<file path="config.mk">
export PLATFORM = sky130hd
export DESIGN_NAME = mem_access_unit
export DESIGN_NICKNAME = d
export VERILOG_FILES = /design/src/rtl/mem_access_unit.sv
export SDC_FILE = /design/constraint.sdc
export NUM_CORES = 1
export LEC_CHECK = 0
export BUFFER_PORTS_ARGS = -buffer_cell sky130_fd_sc_hd__buf_2
export CORE_MARGIN = 3
export CORE_UTILIZATION = 54
export CTS_BUF_LIST = sky130_fd_sc_hd__clkbuf_4 sky130_fd_sc_hd__clkbuf_8
export CTS_CLUSTER_DIAMETER = 80
export DETAILED_ROUTE_END_ITERATION = 16
export PLACE_DENSITY = 0.88
export SYNTH_ARGS = -nofsm -noshare
export SYNTH_HDL_FRONTEND = slang
export SYNTH_SLANG_ARGS = --single-unit
</file>
<file path="constraint.sdc">
create_clock -name clk -period 5.9 [get_ports clk]
set_input_delay 0.295 -clock clk [delete_from_list [all_inputs] [get_ports clk]]
set_output_delay 0.295 -clock clk [all_outputs]
set_load 0.02 [all_outputs]
</file>
<file path="src/rtl/mem_access_unit.sv">
// -----------------------------------------------------------------------------
// mem_access_unit
//
// MEM-stage load/store initiator. Takes one request at a time from the
// pipeline, checks alignment and funct3 legality, then either issues a
// one-cycle write strobe or a one-cycle read strobe. For a read, it waits a
// fixed number of cycles for the synchronous memory data. Load data is
// extracted and sign/zero-extended before it is returned on a response
// channel. The response is held until it is accepted.
//
// Ports
//   clk, rst        rising-edge clock, asynchronous active-high reset
//   req_*           request channel (valid/ready); we=1 store, we=0 load
//   resp_*          response channel; rdata is 0 for stores and errors
//   MemWrite_en     write strobe to data memory (registered)
//   MemRead_en      read strobe to data memory (registered)
//   MEM_funct3_o    access size/type to data memory (registered)
//   mem_addr_o      byte address to memory (registered)
//   mem_wdata_o     store data to memory (registered)
//   mem_rdata_i     read data from memory, RD_LATENCY edges after the read
//                   strobe is sampled
//
// RD_LATENCY must be in 1..4.
// -----------------------------------------------------------------------------
module mem_access_unit #(
  parameter int DATA_WIDTH = 32,
  parameter int RD_LATENCY = 1
) (
  input  logic                  clk,
  input  logic                  rst,
  input  logic                  req_valid_i,
  output logic                  req_ready_o,
  input  logic                  req_we_i,
  input  logic [2:0]            req_funct3_i,
  input  logic [DATA_WIDTH-1:0] req_addr_i,
  input  logic [DATA_WIDTH-1:0] req_wdata_i,
  output logic                  resp_valid_o,
  input  logic                  resp_ready_i,
  output logic [DATA_WIDTH-1:0] resp_rdata_o,
  output logic                  resp_err_o,
  output logic                  MemWrite_en,
  output logic                  MemRead_en,
  output logic [2:0]            MEM_funct3_o,
  output logic [DATA_WIDTH-1:0] mem_addr_o,
  output logic [DATA_WIDTH-1:0] mem_wdata_o,
  input  logic [DATA_WIDTH-1:0] mem_rdata_i
);

  localparam logic [2:0] FUNCT3_LB  = 3'd0;
  localparam logic [2:0] FUNCT3_LH  = 3'd1;
  localparam logic [2:0] FUNCT3_LW  = 3'd2;
  localparam logic [2:0] FUNCT3_LBU = 3'd4;
  localparam logic [2:0] FUNCT3_LHU = 3'd5;
  localparam logic [2:0] FUNCT3_SB  = 3'd0;
  localparam logic [2:0] FUNCT3_SH  = 3'd1;
  localparam logic [2:0] FUNCT3_SW  = 3'd2;

  // The WAIT counter is loaded with RD_LATENCY-1, which is at most 3.
  localparam logic [1:0] WAIT_INIT = 2'(RD_LATENCY - 1);

  typedef enum logic [2:0] {
    IDLE = 3'd0,
    WR   = 3'd1,
    RD   = 3'd2,
    WAIT = 3'd3,
    RESP = 3'd4
  } state_t;

  state_t                state_q,      state_d;
  logic [1:0]            cnt_q,        cnt_d;
  logic [2:0]            funct3_q,     funct3_d;
  logic [1:0]            lane_q,       lane_d;
  logic                  mem_we_q,     mem_we_d;
  logic                  mem_re_q,     mem_re_d;
  logic [2:0]            mem_funct3_q, mem_funct3_d;
  logic [DATA_WIDTH-1:0] mem_addr_q,   mem_addr_d;
  logic [DATA_WIDTH-1:0] mem_wdata_q,  mem_wdata_d;
  logic                  resp_valid_q, resp_valid_d;
  logic                  resp_err_q,   resp_err_d;
  logic [DATA_WIDTH-1:0] resp_rdata_q, resp_rdata_d;

  logic                  req_err;
  logic [7:0]            ld_byte;
  logic [15:0]           ld_half;
  logic [DATA_WIDTH-1:0] ld_data;

  // Legality of the incoming request. Illegal funct3 values are reported the
  // same way as misalignment.
  always_comb begin
    req_err = 1'b0;
    if (req_we_i) begin
      case (req_funct3_i)
        FUNCT3_SB: req_err = 1'b0;
        FUNCT3_SH: req_err = req_addr_i[0];
        FUNCT3_SW: req_err = (req_addr_i[1:0] != 2'b00);
        default:   req_err = 1'b1;
      endcase
    end else begin
      case (req_funct3_i)
        FUNCT3_LB, FUNCT3_LBU: req_err = 1'b0;
        FUNCT3_LH, FUNCT3_LHU: req_err = req_addr_i[0];
        FUNCT3_LW:             req_err = (req_addr_i[1:0] != 2'b00);
        default:               req_err = 1'b1;
      endcase
    end
  end

  // Memory always returns the full aligned word. Select the addressed lane.
  always_comb begin
    ld_byte = mem_rdata_i[{lane_q, 3'b000} +: 8];
    ld_half = mem_rdata_i[{lane_q[1], 4'b0000} +: 16];
    case (funct3_q)
      FUNCT3_LB:  ld_data = {{(DATA_WIDTH-8){ld_byte[7]}}, ld_byte};
      FUNCT3_LBU: ld_data = {{(DATA_WIDTH-8){1'b0}}, ld_byte};
      FUNCT3_LH:  ld_data = {{(DATA_WIDTH-16){ld_half[15]}}, ld_half};
      FUNCT3_LHU: ld_data = {{(DATA_WIDTH-16){1'b0}}, ld_half};
      default:    ld_data = mem_rdata_i;
    endcase
  end

  always_comb begin
    state_d      = state_q;
    cnt_d        = cnt_q;
    funct3_d     = funct3_q;
    lane_d       = lane_q;
    mem_we_d     = mem_we_q;
    mem_re_d     = mem_re_q;
    mem_funct3_d = mem_funct3_q;
    mem_addr_d   = mem_addr_q;
    mem_wdata_d  = mem_wdata_q;
    resp_valid_d = resp_valid_q;
    resp_err_d   = resp_err_q;
    resp_rdata_d = resp_rdata_q;

    case (state_q)
      IDLE: begin
        if (req_valid_i) begin
          funct3_d = req_funct3_i;
          lane_d   = req_addr_i[1:0];
          if (req_err) begin
            // No memory strobe at all; report straight away.
            resp_valid_d = 1'b1;
            resp_err_d   = 1'b1;
            resp_rdata_d = '0;
            state_d      = RESP;
          end else if (req_we_i) begin
            mem_we_d     = 1'b1;
            mem_funct3_d = req_funct3_i;
            mem_addr_d   = req_addr_i;
            mem_wdata_d  = req_wdata_i;
            state_d      = WR;
          end else begin
            // Always read the whole word and extract the lane locally.
            mem_re_d     = 1'b1;
            mem_funct3_d = FUNCT3_LW;
            mem_addr_d   = {req_addr_i[DATA_WIDTH-1:2], 2'b00};
            state_d      = RD;
          end
        end
      end
      WR: begin
        mem_we_d     = 1'b0;
        resp_valid_d = 1'b1;
        resp_err_d   = 1'b0;
        resp_rdata_d = '0;
        state_d      = RESP;
      end
      RD: begin
        mem_re_d = 1'b0;
        cnt_d    = WAIT_INIT;
        state_d  = WAIT;
      end
      WAIT: begin
        if (cnt_q == 2'd0) begin
          resp_valid_d = 1'b1;
          resp_err_d   = 1'b0;
          resp_rdata_d = ld_data;
          state_d      = RESP;
        end else begin
          cnt_d = cnt_q - 2'd1;
        end
      end
      RESP: begin
        if (resp_ready_i) begin
          resp_valid_d = 1'b0;
          resp_err_d   = 1'b0;
          resp_rdata_d = '0;
          state_d      = IDLE;
        end
      end
      default: state_d = IDLE;
    endcase
  end

  always_ff @(posedge clk or posedge rst) begin
    if (rst) begin
      state_q      <= IDLE;
      cnt_q        <= '0;
      funct3_q     <= '0;
      lane_q       <= '0;
      mem_we_q     <= 1'b0;
      mem_re_q     <= 1'b0;
      mem_funct3_q <= '0;
      mem_addr_q   <= '0;
      mem_wdata_q  <= '0;
      resp_valid_q <= 1'b0;
      resp_err_q   <= 1'b0;
      resp_rdata_q <= '0;
    end else begin
      state_q      <= state_d;
      cnt_q        <= cnt_d;
      funct3_q     <= funct3_d;
      lane_q       <= lane_d;
      mem_we_q     <= mem_we_d;
      mem_re_q     <= mem_re_d;
      mem_funct3_q <= mem_funct3_d;
      mem_addr_q   <= mem_addr_d;
      mem_wdata_q  <= mem_wdata_d;
      resp_valid_q <= resp_valid_d;
      resp_err_q   <= resp_err_d;
      resp_rdata_q <= resp_rdata_d;
    end
  end

  // Ready drops together with reset, so nothing is accepted while it is held.
  assign req_ready_o  = (state_q == IDLE) && !rst;
  assign resp_valid_o = resp_valid_q;
  assign resp_err_o   = resp_err_q;
  assign resp_rdata_o = resp_rdata_q;
  assign MemWrite_en  = mem_we_q;
  assign MemRead_en   = mem_re_q;
  assign MEM_funct3_o = mem_funct3_q;
  assign mem_addr_o   = mem_addr_q;
  assign mem_wdata_o  = mem_wdata_q;

endmodule

</file>
==> results.rst, run 1 <==
.. list-table::
   :header-rows: 1

   * - Metric
     - Value
   * - Multiplexer fraction of the synthesized cell area
     - 18.4%
   * - Compound-gate portion of the synthesized area
     - 15.6%
   * - Count of hold-fix buffers inserted at cts
     - 1
   * - YS warnings
     - 0
   * - Worst clock skew
     - 0.00804 ns
   * - Endpoint of the worst-slack reg-to-reg timing path
     - resp_rdata_o[15]$_DFFE_PP0P_
   * - Share of the core filled with cells in the final layout
     - 71.9%
   * - Hold Violations, Final
     - 0
   * - Ranking of synthesized cells by instance count
     - sky130_fd_sc_hd__dfrtp_1 (113), sky130_fd_sc_hd__mux2_2 (45), sky130_fd_sc_hd__a21oi_1 (31)
   * - Critical Path Max Stage Delay
     - 1.03 ns
   * - Reg2Reg Launch Point
     - funct3_q[1]$_DFFE_PP0P_
   * - Number of nets in the final layout
     - 723
   * - Crit path max-delay family
     - flip-flops
   * - Layout filler cell count
     - 700
   * - Placeable core region
     - 9280 um2
   * - Effective utilization at floorplan
     - 56.0%
   * - Drt pass-1 iters
     - 5
   * - Crit path max-delay cell type
     - sky130_fd_sc_hd__dfrtp_1
   * - Synth Area in Adders
     - 0.241%
   * - Number of buffers and inverters on the critical path
     - 1
   * - Routing layer with the top usage in global route
     - met2
   * - Clock latency on the worst-skew pair
     - 0.41 ns
   * - Wirelength per Cell
     - 17.7 um
   * - # DRC
     - 0
   * - Outcome
     - finished clean
   * - Chain of cells forming the critical path
     - inv_1 > and3_1 > o21ai_0 > nand3_1 > a22o_1
   * - Number of antenna-violating nets in the routed design
     - 0
   * - Fraction of layout instances using a drive strength above 1
     - 52.0%
   * - CTS H-tree lvls
     - 4
   * - M1 GR Usage
     - 31.1%
   * - Top-level I/O count
     - 208
   * - Simple-gate portion of the synthesized area
     - 7.39%
   * - Crit Path Class
     - reg -> reg
   * - Cells on Worst Hold Path
     - 2
   * - Post-Synthesis Net Count
     - 519
   * - Number of antenna violations at the first check in global routing
     - 1
   * - Clock sink count
     - 113
   * - # resized after CTS
     - 0
   * - Largest voltage drop on the vdd net
     - 0.349 mV
   * - Transition time at the pin with the least slew margin
     - 1.06 ns
   * - Ys flop type
     - sky130_fd_sc_hd__dfrtp_1
   * - Placed wire-length estimate after detailed placement
     - 9.90 mm
   * - Layout overhead on the synthesized area
     - 28.5%
   * - Leakage power
     - 3.45 nW
   * - Max Slew Vio Count
     - 0
   * - Top cells by area, synth
     - sky130_fd_sc_hd__dfrtp_1 (54%), sky130_fd_sc_hd__mux2_2 (9.8%), sky130_fd_sc_hd__mux2_4 (8.1%), sky130_fd_sc_hd__o2bb2ai_1 (3.7%), sky130_fd_sc_hd__a21oi_1 (3.0%)
   * - Worst hold-check path type
     - in -> reg
   * - Part of the Yosys area used for sequential elements
     - 54.4%
   * - Most repeated cell in the gate-level netlist after synthesis
     - sky130_fd_sc_hd__dfrtp_1
   * - Vias in the first global route
     - 4423
   * - Row count
     - 35
   * - Worst Path Arrival
     - 2.67 ns
   * - Setup total negative slack
     - 0 ns
   * - Required time of the critical path
     - 6.19 ns
   * - Number of buffers inserted during clock tree synthesis
     - 17
   * - Count of flip-flops with a built-in enable after synthesis
     - 0
   * - Number of maximum-capacitance violations
     - 0
   * - Setup violation total in the final timing report
     - 0
   * - Library cell used as clock root buffer
     - sky130_fd_sc_hd__clkbuf_8
   * - Via-to-Cell Ratio
     - 5.59
   * - Chip height
     - 104 um
   * - DIE WIDTH
     - 104 um
   * - Worst-case headroom to the max-slew limit
     - 28.9%
   * - Total congestion overflow after global routing
     - 0
   * - Synthesized-area fraction occupied by xor and xnor cells
     - 0%
   * - Die area
     - 10800 um2
   * - Worst R2R Path Depth
     - 5
   * - Critical-path maximum fanout
     - 33
   * - Fmax achieved
     - 0.419 GHz
   * - Wire length of the first global-routing pass
     - 22.0 mm
   * - Combined area of the multi-input logic cells
     - 2170 um2
   * - Area of the mapped netlist
     - 5190 um2
   * - Number of buffer cells added on primary ports
     - 207
   * - Crit start category
     - flip-flop
   * - Crit end category
     - flip-flop
   * - Buffer count from post-CTS setup fixing
     - 0
   * - Unrepaired setup endpoints after global routing
     - no
   * - Count of cell types in the netlist
     - 52
   * - Library cell with the largest summed area after synthesis
     - sky130_fd_sc_hd__dfrtp_1
   * - Met3 usage in global routing
     - 7.82%
   * - TritonCTS clock tree
     - built
   * - Dominant combinational cell family by area after synthesis
     - multiplexers
   * - Global routing usage summed across all routing layers
     - 25.1%
   * - ANT cells
     - 0
   * - Final critical delay including setup and external delays
     - 2.39 ns
   * - Via count
     - 4250
   * - Maximum count of clock buffers along a single path
     - 2
   * - Met2 Track Usage GR
     - 41.7%
   * - Fraction of synthesized cell area taken by the top area cell type
     - 54.4%
   * - Area of all sequential standard cells
     - 2830 um2
   * - Pin count of the biggest net entering global routing
     - 68
   * - Flip-flop and latch count after synthesis
     - 113
   * - Mean Syn Cell Area
     - 12.5 um2
   * - Number of design-rule violations left by the first detailed-router iteration
     - 178
   * - Hold wc startpoint
     - req_addr_i[22]
   * - Mapped Cells
     - 414
   * - Period utilisation layout
     - 40.4%
   * - Final GP Congestion
     - 0.909
   * - Destination of the worst hold path
     - mem_addr_o[22]$_DFFE_PP0P_
   * - Clock-pin transition on the worst setup and hold timing paths
     - 0.07 ns
   * - Share of async-settable or async-resettable flops after synthesis
     - 100%
   * - Sum of routed wire length over all layers
     - 13.4 mm
   * - Flop2flop setup slack
     - 3.51 ns
   * - Power per cell area
     - 515 nW/um2
## logic make-up after synthesis
family | Yosys count
and+or+nand+nor | 74
AOI/OAI and AO/OA | 114
DFF | 113
adders and majority gates | 1
buffers and inverters | 36
muxes | 76
## state kept, by name, summed over array words and instances (netlist names)
name and count:
MEM_funct3_o 3, MemRead_en 1, MemWrite_en 1, cnt_q 2, funct3_q 3, lane_q 2, mem_addr_o 32, mem_wdata_o 32
resp_err_o 1, resp_rdata_o 32, resp_valid_o 1, state_q 3
## cells in the final DEF (no fill, tap or decap), drive strengths merged, types with 3 or more instances in the layout
master,Yosys,final
a21boi,3,3
a21oi,31,31
a22o,8,8
a2bb2oi,8,8
buf,15,208
bufinv,0,3
clkbuf,9,22
clkinv,0,5
dfrtp,113,113
inv,12,12
mux2,73,73
mux2i,3,3
nand2,16,16
nand2b,7,7
nor2,22,22
nor2b,3,3
nor3,9,9
o21ai,16,16
o22ai,10,10
o2bb2ai,22,22
or2,6,6
or3,3,3
## area by class of cell
class	count	area share, %
clock inverter	10	2.00
multi-input combinational	265	32.5
tap	129	2.42
timing repair buffer	209	15.8
sequential	113	42.3
inverter	12	0.712
clock buffer	22	4.25
## metrics by stage
step / cells / area [um2] / hold WS, ns / setup WS (ns) / power, W
4_1_cts: 760 / 6680 / 0.0919 / 3.58 / 0.00346
5_1_grt: 760 / 6680 / 0.0936 / 3.33 / 0.00363
3_3_place_gp: 727 / 6250 / 0.403 / 3.52 / 0.00263
2_1_floorplan: 414 / 5190 / 0.412 / 2.62 / 0.00225
3_5_place_dp: 727 / 6250 / 0.416 / 3.43 / 0.00269
6_report: 760 / 6680 / 0.113 / 3.51 / 0.00344
## report_power, final
part	internal [W]	switching, W
sequential	0.00104	0.000245
clock	0.000452	0.000306
combinational	0.000604	0.000791
total	0.00210	0.00134
## worst max path at each step
stage                            start                            to  slack (ns)  cells past startpoint
4_1_cts        funct3_q[1]$_DFFE_PP0P_  resp_rdata_o[15]$_DFFE_PP0P_        3.58                      5
2_1_floorplan                      rst   MEM_funct3_o[0]$_DFFE_PP0P_        2.62                      1
3_5_place_dp             req_addr_i[0]   resp_rdata_o[0]$_DFFE_PP0P_        3.43                      5
6_report       funct3_q[1]$_DFFE_PP0P_  resp_rdata_o[15]$_DFFE_PP0P_        3.51                      5
3_3_place_gp             req_addr_i[0]   resp_rdata_o[0]$_DFFE_PP0P_        3.52                      5
5_1_grt        funct3_q[1]$_DFFE_PP0P_  resp_rdata_o[15]$_DFFE_PP0P_        3.33                      5
## per-layer routing
| metal | part of all wire [%] | vias to the layer above |
|---|---|---|
| met5 | 0.082 | - |
| li1 | - | 1927 |
| met2 | 50 | 214 |
| met4 | 1.4 | 2 |
| met3 | 8.7 | 18 |
| met1 | 39 | 2089 |
Note: power is estimated with default switching activity, not from simulation.
==> run 2: changes to the inputs <==
--- a/config.mk
+++ b/config.mk
@@ -7,11 +7,11 @@
 export LEC_CHECK = 0
 export BUFFER_PORTS_ARGS = -buffer_cell sky130_fd_sc_hd__buf_2
 export CORE_MARGIN = 3
-export CORE_UTILIZATION = 54
+export CORE_UTILIZATION = 50
 export CTS_BUF_LIST = sky130_fd_sc_hd__clkbuf_4 sky130_fd_sc_hd__clkbuf_8
 export CTS_CLUSTER_DIAMETER = 80
 export DETAILED_ROUTE_END_ITERATION = 16
-export PLACE_DENSITY = 0.88
+export PLACE_DENSITY = 0.82
 export SYNTH_ARGS = -nofsm -noshare
 export SYNTH_HDL_FRONTEND = slang
 export SYNTH_SLANG_ARGS = --single-unit
==> constraint.sdc (replaced) <==
create_clock -name clk -period 2.3 [get_ports clk]
set_input_delay 0.115 -clock clk [delete_from_list [all_inputs] [get_ports clk]]
set_output_delay 0.115 -clock clk [all_outputs]
set_load 0.02 [all_outputs]
==> results.rst, run 2 (synthesis gave the netlist of run 1 again) <==
.. list-table::
   :header-rows: 1

   * - Metric
     - Value
   * - Number of buffers and inverters on the critical path
     - 0 (was 1)
   * - Highest-count cells in the layout ignoring fill and taps
     - sky130_fd_sc_hd__buf_2 (207), sky130_fd_sc_hd__dfrtp_1 (113), sky130_fd_sc_hd__dlygate4sd3_1 (76), sky130_fd_sc_hd__mux2_2 (45), sky130_fd_sc_hd__a21oi_1 (31) (was sky130_fd_sc_hd__buf_2 (207), sky130_fd_sc_hd__dfrtp_1 (113), sky130_fd_sc_hd__mux2_2 (45), sky130_fd_sc_hd__a21oi_1 (31), sky130_fd_sc_hd__mux2_4 (28))
   * - Worst hold-check path type
     - in -> reg (unchanged)
   * - CTS H-tree lvls
     - 4 (unchanged)
   * - Library cell used as clock root buffer
     - sky130_fd_sc_hd__clkbuf_8 (unchanged)
   * - Wire length on met2
     - 8.47 mm (was 6.78 mm)
   * - Combinational Power Share
     - 43.9% (was 40.5%)
   * - # resized after CTS
     - 0 (unchanged)
   * - Chain of cells forming the critical path
     - or3_4 > nor2_4 > o21ai_4 > mux2_2 (was inv_1 > and3_1 > o21ai_0 > nand3_1 > a22o_1)
   * - Power per cell area
     - 1220 nW/um2 (was 515 nW/um2)
   * - Layout overhead on the synthesized area
     - 45.0% (was 28.5%)
   * - Crit path max-delay cell type
     - sky130_fd_sc_hd__dfrtp_1 (unchanged)
   * - Crit Path Class
     - reg -> reg (unchanged)
   * - Buffer count from post-CTS setup fixing
     - 0 (unchanged)
   * - Total congestion overflow after global routing
     - 0 (unchanged)
   * - Worst-case headroom to the max-slew limit
     - 24.3% (was 28.9%)
   * - Net switching fraction of the power
     - 39.6% (was 39.0%)
   * - Sum of routed wire length over all layers
     - 16.7 mm (was 13.4 mm)
   * - Max Slew Vio Count
     - 0 (unchanged)
   * - Hold Violations, Final
     - 0 (unchanged)
   * - Number of buffer cells added on primary ports
     - 207 (unchanged)
   * - Portion of total power attributed to the clock network
     - 21.0% (was 22.0%)
   * - Worst clock skew
     - 0.0107 ns (was 0.00804 ns)
   * - Unrepaired setup endpoints after global routing
     - no (unchanged)
   * - Length of routed met3 wiring
     - 1.41 mm (was 1.16 mm)
   * - Required time of the critical path
     - 2.60 ns (was 6.19 ns)
   * - Number of antenna-violating nets in the routed design
     - 0 (unchanged)
   * - Number of antenna violations at the first check in global routing
     - 0 (was 1)
   * - TritonCTS clock tree
     - built (unchanged)
   * - Number of cells on the critical path
     - 4 (was 5)
   * - Outcome
     - finished clean (unchanged)
   * - Drt pass-1 iters
     - 5 (unchanged)
   * - Crit path max-delay family
     - simple AND/OR/NAND/NOR gates (was flip-flops)
   * - Via-to-Cell Ratio
     - 5.54 (was 5.59)
   * - Placed wire-length estimate after detailed placement
     - 10.5 mm (was 9.90 mm)
   * - Register share of total power
     - 35.2% (was 37.4%)
   * - Via count
     - 4705 (was 4250)
   * - Global routing usage summed across all routing layers
     - 29.5% (was 25.1%)
   * - Number of instances in the placed design
     - 744 (was 727)
   * - Worst R2R Path Depth
     - 4 (was 5)
   * - Cells on Worst Hold Path
     - 3 (was 2)
   * - Effective utilization at floorplan
     - 52.2% (was 56.0%)
   * - Most common cell after layout, fill and taps aside
     - sky130_fd_sc_hd__buf_2 (unchanged)
   * - Top-level I/O count
     - 208 (unchanged)
   * - Transition time at the pin with the least slew margin
     - 1.13 ns (was 1.06 ns)
   * - Largest voltage drop on the vdd net
     - 0.757 mV (was 0.349 mV)
   * - Final critical delay including setup and external delays
     - 2.11 ns (was 2.39 ns)
   * - # DRC
     - 0 (unchanged)
   * - Clock-pin transition on the worst setup and hold timing paths
     - 0.06 ns (was 0.07 ns)
   * - Number of buffers inserted during clock tree synthesis
     - 17 (unchanged)
   * - Fraction of layout instances using a drive strength above 1
     - 47.1% (was 52.0%)
   * - Vias in the first global route
     - 4986 (was 4423)
   * - Clock latency on the worst-skew pair
     - 0.43 ns (was 0.41 ns)
   * - Crit start category
     - flip-flop (unchanged)
   * - Critical Path Max Stage Delay
     - 0.48 ns (was 1.03 ns)
   * - Layout Cells excl Fill
     - 849 (was 760)
   * - Setup violation total in the final timing report
     - 0 (unchanged)
   * - Internal Pwr Total
     - 0.00554 W (was 0.00210 W)
   * - Crit end category
     - flip-flop (unchanged)
   * - Die area
     - 11600 um2 (was 10800 um2)
   * - Wirelength per Cell
     - 19.6 um (was 17.7 um)
   * - Area of all placed cells without fillers
     - 7530 um2 (was 6680 um2)
   * - Worst slack, placed
     - 0.231 ns (was 3.43 ns)
   * - Layout filler cell count
     - 626 (was 700)
   * - Period utilisation layout
     - 91.7% (was 40.4%)
   * - Top routing layer in use
     - met4 (was met5)
   * - Number of nets in the final layout
     - 811 (was 723)
   * - Number of maximum-capacitance violations
     - 0 (unchanged)
   * - Worst Path Arrival
     - 2.41 ns (was 2.67 ns)
   * - Switching power of the nets
     - 0.00362 W (was 0.00134 W)
   * - Area after detailed placement
     - 6380 um2 (was 6250 um2)
   * - Pin count of the biggest net entering global routing
     - 58 (was 68)
   * - Chip height
     - 108 um (was 104 um)
   * - Wire length of the first global-routing pass
     - 26.2 mm (was 22.0 mm)
   * - Number of design-rule violations left by the first detailed-router iteration
     - 309 (was 178)
   * - Setup total negative slack
     - 0 ns (unchanged)
   * - Power, Total
     - 0.00916 W (was 0.00344 W)
   * - DIE WIDTH
     - 108 um (was 104 um)
   * - Count of hold-fix buffers inserted at cts
     - 75 (was 1)
   * - Maximum count of clock buffers along a single path
     - 2 (unchanged)
   * - Leakage power
     - 3.82 nW (was 3.45 nW)
   * - Met1 Routed Length
     - 6.30 mm (was 5.29 mm)
   * - Clock sink count
     - 113 (unchanged)
   * - Fmax achieved
     - 0.474 GHz (was 0.419 GHz)
   * - Row count
     - 36 (was 35)
   * - Final setup slack of the worst path
     - 0.192 ns (was 3.51 ns)
   * - Final GP Congestion
     - 0.911 (was 0.909)
   * - Critical-path maximum fanout
     - 36 (was 33)
   * - Placeable core region
     - 9950 um2 (was 9280 um2)
[run 2: changes by cell type in the layout (fill, tap and decap cells not counted)]
cell,delta
sky130_fd_sc_hd__buf_12,+2
sky130_fd_sc_hd__buf_4,+11
sky130_fd_sc_hd__dlygate4sd3_1,+75
sky130_fd_sc_hd__clkbuf_4,-2
sky130_fd_sc_hd__inv_4,-1
sky130_fd_sc_hd__diode_2,+1
sky130_fd_sc_hd__clkinv_4,-1
sky130_fd_sc_hd__clkbuf_8,+1
sky130_fd_sc_hd__clkinvlp_4,-1
[run 2: worst register-to-register path: stages, from the launching register on]
cell                      delay, ns
sky130_fd_sc_hd__dfrtp_1       0.48
sky130_fd_sc_hd__or3_4         0.45
sky130_fd_sc_hd__nor2_4        0.28
sky130_fd_sc_hd__o21ai_4       0.35
sky130_fd_sc_hd__mux2_2        0.44
[run 2: final timing paths]
path	from	end	slack [ns]
min reg2reg	resp_rdata_o[9]$_DFFE_PP0P_	resp_rdata_o[9]$_DFFE_PP0P_	0.49
max in group asynchronous	rst	resp_rdata_o[9]$_DFFE_PP0P_	1.17
min in group asynchronous	rst	resp_rdata_o[30]$_DFFE_PP0P_	0.29
max	state_q[1]$_DFFE_PP0P_	mem_addr_o[9]$_DFFE_PP0P_	0.19
min	mem_rdata_i[9]	resp_rdata_o[9]$_DFFE_PP0P_	0.02
max reg2reg	state_q[1]$_DFFE_PP0P_	mem_addr_o[9]$_DFFE_PP0P_	0.19
[run 2: area by class of cell]
cell class	instances	area [um2]	share of cell area (%)
flip-flops and latches	113	2830	37.5
multi-input cells	265	2170	28.8
repair buffers	297	1930	25.6
clock buffers	21	283	3.75
well taps	133	166	2.21
clock inverters	7	110	1.46
inverters	12	48.8	0.648
diodes	1	2.50	0.0332
[run 2: power by group through the flow]
stage	Clock (W)	Combinational [W]	Sequential, W
finish	0.00192	0.00402	0.00322
global route	0.00205	0.00427	0.00330
CTS	0.00192	0.00394	0.00316
detailed placement	0	0.00386	0.00316
global placement	0	0.00372	0.00313
floorplan	0	0.00190	0.00386
[run 2: layer usage]
layer  vias up  GRT usage, %
met5         -             0
met4         0          12.5
met3        43          8.54
met2       255          50.2
met1      2308          35.0
li1       2099             -
[run 2: per-stage QoR]
| stage | util [%] | hold WS [ns] |
|---|---|---|
| 2_1_floorplan | - | 0.232 |
| 3_3_place_gp | 64.1 | 0.181 |
| 3_5_place_dp | 64.1 | 0.185 |
| 4_1_cts | 75.6 | 0.000555 |
| 5_1_grt | 75.7 | 0.00340 |
| 6_report | 75.7 | 0.0218 |
